**src/rtl/push_b_debounce.sv**
```systemverilog
// Four-button debouncer: 2-flop synchronizer, per-button stability filter, registered status word.
// Optional per-button 4-bit press counters are built when PUSH_B_PRESS_COUNT_EN is defined.
module push_b_debounce #(
  parameter int DEBOUNCE_CYCLES = 1000000
) (
  input  logic        clk_clk,
  input  logic        reset_reset_n,
  input  logic [3:0]  key_n,
  output logic [31:0] push_b_export,
  output logic [3:0]  press_pulse
);

  localparam int CW = $clog2(DEBOUNCE_CYCLES);
  localparam logic [CW-1:0] CNT_LAST = CW'(DEBOUNCE_CYCLES - 1);

  logic [3:0]  sync1_reg;
  logic [3:0]  sync2_reg;
  logic [3:0]  stable_vec;
  logic [15:0] press_cnt_bus;
  logic [3:0]  pulse_next;

  // Synchronizer idles at 1 (released) so a reset never looks like a press.
  always_ff @(posedge clk_clk) begin
    if (!reset_reset_n) begin
      sync1_reg <= 4'hF;
      sync2_reg <= 4'hF;
    end else begin
      sync1_reg <= key_n;
      sync2_reg <= sync1_reg;
    end
  end

  genvar gi;
  generate
    for (gi = 0; gi < 4; gi++) begin : g_btn
      logic [CW-1:0] cnt_reg;
      logic          stable_reg;
      logic          differ;
      logic          accept;

      assign differ = ((~sync2_reg[gi]) != stable_reg);
      assign accept = differ && (cnt_reg == CNT_LAST);
      assign stable_vec[gi] = stable_reg;

      always_ff @(posedge clk_clk) begin
        if (!reset_reset_n) begin
          cnt_reg    <= '0;
          stable_reg <= 1'b0;
        end else begin
          if (!differ || accept)
            cnt_reg <= '0;
          else
            cnt_reg <= cnt_reg + 1'b1;
          if (accept)
            stable_reg <= ~stable_reg;
        end
      end

`ifdef PUSH_B_PRESS_COUNT_EN
      logic [3:0] press_cnt_reg;

      // Counts only accepted presses (stable 0 -> 1); wraps silently.
      always_ff @(posedge clk_clk) begin
        if (!reset_reset_n)
          press_cnt_reg <= 4'h0;
        else if (accept && !stable_reg)
          press_cnt_reg <= press_cnt_reg + 4'h1;
      end

      assign press_cnt_bus[4*gi +: 4] = press_cnt_reg;
`else
      assign press_cnt_bus[4*gi +: 4] = 4'h0;
`endif
    end
  endgenerate

  // Rising edge of the stable level relative to what was last exported.
  assign pulse_next = stable_vec & ~push_b_export[3:0];

  always_ff @(posedge clk_clk) begin
    if (!reset_reset_n) begin
      push_b_export <= 32'h0;
      press_pulse   <= 4'h0;
    end else begin
      push_b_export <= {8'h00, press_cnt_bus, pulse_next, stable_vec};
      press_pulse   <= pulse_next;
    end
  end

endmodule

```
**config.mk**
```make
export PLATFORM = sky130hd
export DESIGN_NAME = push_b_debounce
export DESIGN_NICKNAME = d
export VERILOG_FILES = /design/src/rtl/push_b_debounce.sv
export SDC_FILE = /design/constraint.sdc
export NUM_CORES = 1
export LEC_CHECK = 0
export ABC_AREA = 1
export ABC_CLOCK_PERIOD_IN_PS = 1700
export BUFFER_PORTS_ARGS = -buffer_cell sky130_fd_sc_hd__buf_2
export CAP_MARGIN = 20
export CORE_MARGIN = 4
export CORE_UTILIZATION = 45
export DETAILED_ROUTE_END_ITERATION = 7
export GPL_TIMING_DRIVEN = 1
export PLACE_DENSITY = 0.63
export SETUP_SLACK_MARGIN = 0.15
export SLEW_MARGIN = 20
export SYNTH_ARGS = -nofsm -noshare
export SYNTH_HDL_FRONTEND = slang
export SYNTH_SLANG_ARGS = --single-unit
```
**constraint.sdc**
```tcl
create_clock -name clk_clk -period 1.7 [get_ports clk_clk]
set_clock_uncertainty 0.15 [all_clocks]
set_input_delay 0.085 -clock clk_clk [delete_from_list [all_inputs] [get_ports clk_clk]]
set_output_delay 0.085 -clock clk_clk [all_outputs]
set_load 0.01 [all_outputs]
```
# Word-level counts from Yosys, hierarchy flattened
# Cells that the tools add are included.
# word_totals
regBits	128
latch_bits	0
ram_bits	0
mem_bits_ro	0
input_bits	6
output_inout_bits	36
memories	0
# classes
add_sub_neg	4
mul	0
div_mod_pow	0
order_cmp	0
n_eq_ne	8
shifts	0
n_mux	0
bitwise	11
reduce_logical	16
# ops
cell	count
$add A20 B1 Y20 const B	4
$eq A20 B20 Y1 const B	4
$not A1 Y1	9
$reduce_or A2 Y1	4
$and A4 B4 Y4	1
$logic_and A1 B1 Y1	4
$logic_not A1 Y1	4
$logic_or A1 B1 Y1	4
$ne A1 B1 Y1	4
$not A4 Y4	1

# Longest topological paths before layout
# depth
word_depth	5
mapped_depth	9
ltp_nobuf	9

# Worst setup path before layout
# OpenSTA, ideal clock, no wires.
# synth_timing
path_kind	register to register
from	register g_btn[2].cnt_reg[0]
to	register g_btn[2].cnt_reg[12]
setup_time_ps	115
arrival_time_ps	1296
setup_slack_ps	140
stages_incl_launch_ff	8
path_cell_list	dfxtp_1 -> ha_1 -> nand2_2 -> nor3_4 -> nand3_4 -> nand2_4 -> buf_6 -> nor2_1
# synth_via
elab_chain_len	4
# synth_lines
item	line_no	source
start, declared	36	logic [CW-1:0] cnt_reg;
start signal, assigned	53	cnt_reg <= cnt_reg + 1'b1;
branches (longest 4 deep; another with $add A20 B1 Y20)	--	
# Several ways; the timed one is not identified.
# A chain may end at the register's enable or synchronous reset.

# Final worst setup path
# layout_timing
from	register g_btn[1].cnt_reg[0]
to	register g_btn[1].cnt_reg[10]
# layout_via
elab_chain_len	4
# layout_lines
item	line_no
start, declared	36
start signal, assigned	53
branches (longest 4 deep; another with $add A20 B1 Y20)	--
# Several ways; the timed one is not identified.

==> flow_metrics.tcl <==
set metrics [dict create \
    outcome "finished, final reports clean" \
    avgSynthCellArea_um2 7.00 \
    cts_inserted_buffers 9 \
    tns_ns 0 \
    area_delta_synth_final_pct 20.8 \
    yosys_warnings 0 \
    hpwl_mm 6.97 \
    synth_common_cells "172 x nand2_1, 159 x nor2_1, 100 x dfxtp_1" \
    irDropWorstVdd_mv 0.773 \
    dpl_cell_area_mm2 0.00508 \
    rsz0062_at_grt "true" \
    cts_max_level 3 \
    cp_max_fo 5 \
    antenna_found_initial 0 \
    nets 763 \
    finalCritPeriodShare_pct 95.7 \
    worstPathArrival_ns 1.74 \
    ios 42 \
    drive_above_1_share_pct 21.5 \
    cts_tree "done" \
    period_minus_slack_ns 1.63 \
    final_hold_viol_count 0 \
    synthArstFlopShare_pct 0 \
    post_drt_wl_per_cell_um 11.7 \
    fill_cells 968 \
    largest_reg_flops 80 \
    final_area_mm2 0.00594 \
    grt_overflow 0 \
    cts_buffer_depth 2 \
    drc_errors 0 \
    pwr_density_cell_mw_per_mm2 704 \
    slew_violations 0 \
    start_util_pct 46.8 \
    grtUsageTotal_pct 16.2 \
    worst-setup-path-type "reg -> reg" \
    maxCapViolations 0 \
    die_y_um 113 \
    drt_wl_total_mm 10.5 \
    crit_required_ns 1.82 \
    die_w_um 113 \
    dr.pass1.iters 4 \
    multi_input_area_mm2 0.00286 \
    grt_pass1_vias 3981 \
    ctsRootBufferMaster "clkbuf_8" \
    clkTransAtPathRegs_ns 0.10 \
    synth.top_cell.area_share_pct 40.7 \
    fp-row-count 37 \
    ff_latch_area_mm2 0.00202 \
    clock_latency_ns 0.37 \
    grt_pass1_wl_mm 17.2 \
    ys_seq_area_share_pct 40.7 \
    fmax_mhz 615 \
    synth-seq-cells 100 \
    start_kind "flip-flop" \
    num_vias 4311 \
    first_iter_violations 217 \
    synthTopCellsByArea "dfxtp_1 41%, nand2_1 13%, nor2_1 12%, inv_1 4.8%, buf_4 4.6%" \
    gp_congestion 0.894 \
    synth.most_common_cell "nand2_1" \
    core_area_mm2 0.0105 \
    ys_types 29 \
    syn_area_mm2 0.00492 \
    antennaDiodeCount 0 \
    yosysTopAreaCell "dfxtp_1" \
    ant_nets 0 \
    setup_violations 0 \
    synthCells 703 \
    synth_flop_cell "dfxtp_1" \
    power.leakage_uw 0.00205 \
    grt_max_degree 21 \
    hold_class "in -> reg" \
    synth_edf_count 0 \
    portBuffers 17 \
    cts_num_sinks 100 \
    post_drt_via_cell_ratio 4.82 \
    cp-end-kind "flip-flop" \
    die_area_mm2 0.0127 \
]
[layout make-up]
cell class / instances / share of cell area [%]
Clock buffer: 10 / 2.32
Clock inverter: 6 / 1.45
Inverter: 63 / 3.98
Multi-Input combinational cell: 531 / 48.1
Sequential cell: 100 / 34.0
Tap cell: 136 / 2.86
Timing Repair Buffer: 48 / 7.28
[metal layers]
layer,vias to the layer above,GRT usage [%],wire length (um)
li1,2242,-,-
met1,1970,20.5,4750
met2,84,27.4,5170
met3,15,3.77,403
met4,0,5.29,163
met5,-,0,0
[final timing paths]
path                                        from                               to  slack, ns  cells after the start
setup reg to reg  g_btn[1].cnt_reg[0]$_SDFF_PP0_  g_btn[1].cnt_reg[10]$_SDFF_PP0_       0.07                     10
setup / recovery  g_btn[1].cnt_reg[0]$_SDFF_PP0_  g_btn[1].cnt_reg[10]$_SDFF_PP0_       0.07                     10
hold reg to reg      push_b_export[1]$_SDFF_PN0_      push_b_export[5]$_SDFF_PN0_       0.26                      1
hold / removal                     reset_reset_n          sync1_reg[0]$_SDFF_PN1_       0.11                      3
[worst max-delay path, stage by stage (launching register included)]
cell,delay (ns)
dfxtp_2,0.37
ha_4,0.15
nand3_4,0.09
nor2_4,0.13
inv_2,0.05
nor2_2,0.09
nand2_1,0.08
nand2_2,0.12
buf_6,0.14
buf_12,0.11
nor2_1,0.04
[metrics by stage]
stage	instances	hold slack [ns]	total power [uW]	util [%]	worst slack, ns
3_5_place_dp	853	0.136	2490	48.3	0.0492
3_3_place_gp	853	0.142	2490	48.3	0.0965
2_1_floorplan	726	0.0416	2520	-	0.168
6_report	894	0.107	4180	56.6	0.0738
4_1_cts	887	0.0945	4240	53.2	0.0991
5_1_grt	894	0.147	4350	56.6	0.00902
[logic make-up (layout without fill, tap and decap cells)]
family                   after synthesis  in the layout  share of synthesized area [%]
AO/OA/AOI/OAI                         53             53                           5.72
AND/OR/NAND/NOR                      418            421                           36.9
adder cells (fa/ha/maj)                4              4                           1.02
buffers and inverters                 98            127                           10.4
flip-flops                           100            100                           40.7
XOR/XNOR                              29             29                           5.16
other                                  1             24                         0.0762
[cells in the final DEF, fill, tap and decap left out, types with 10 or more instances in the layout]
cell type  netlist  final
nand2_1        172    166
nor2_1         159    136
dfxtp_1        100     90
inv_1           63     59
nand3_1         34     30
a21oi_1         37     24
conb_1           1     24
nor2_2           3     18
buf_4           30     18
buf_2            1     17
or2_2           17     16
xor2_1          15     14
xnor2_1         14     14
nand4_1         11     11
nor2_4           3     11
a21oi_2          0     11
o21ai_0         11     10
clkbuf_8         0     10
[repair_timing]
| action | in CTS | in global routing |
|---|---|---|
| hold buffers | 5 | 0 |
| setup buffers | 8 | 6 |
| gates resized for setup | 25 | 74 |
| hold endpoints to repair | 8 | 0 |
| endpoints found under the setup margin | 61 | 80 |
| pin swaps | 11 | 21 |
| gates cloned | 5 | 1 |
[power by group]
part	switching [uW]	total, uW	internal, uW
Clock	832	1700	870
Sequential	5.71	2360	2350
Combinational	76.4	125	48.6
Note: power is estimated with default switching activity, not from simulation.
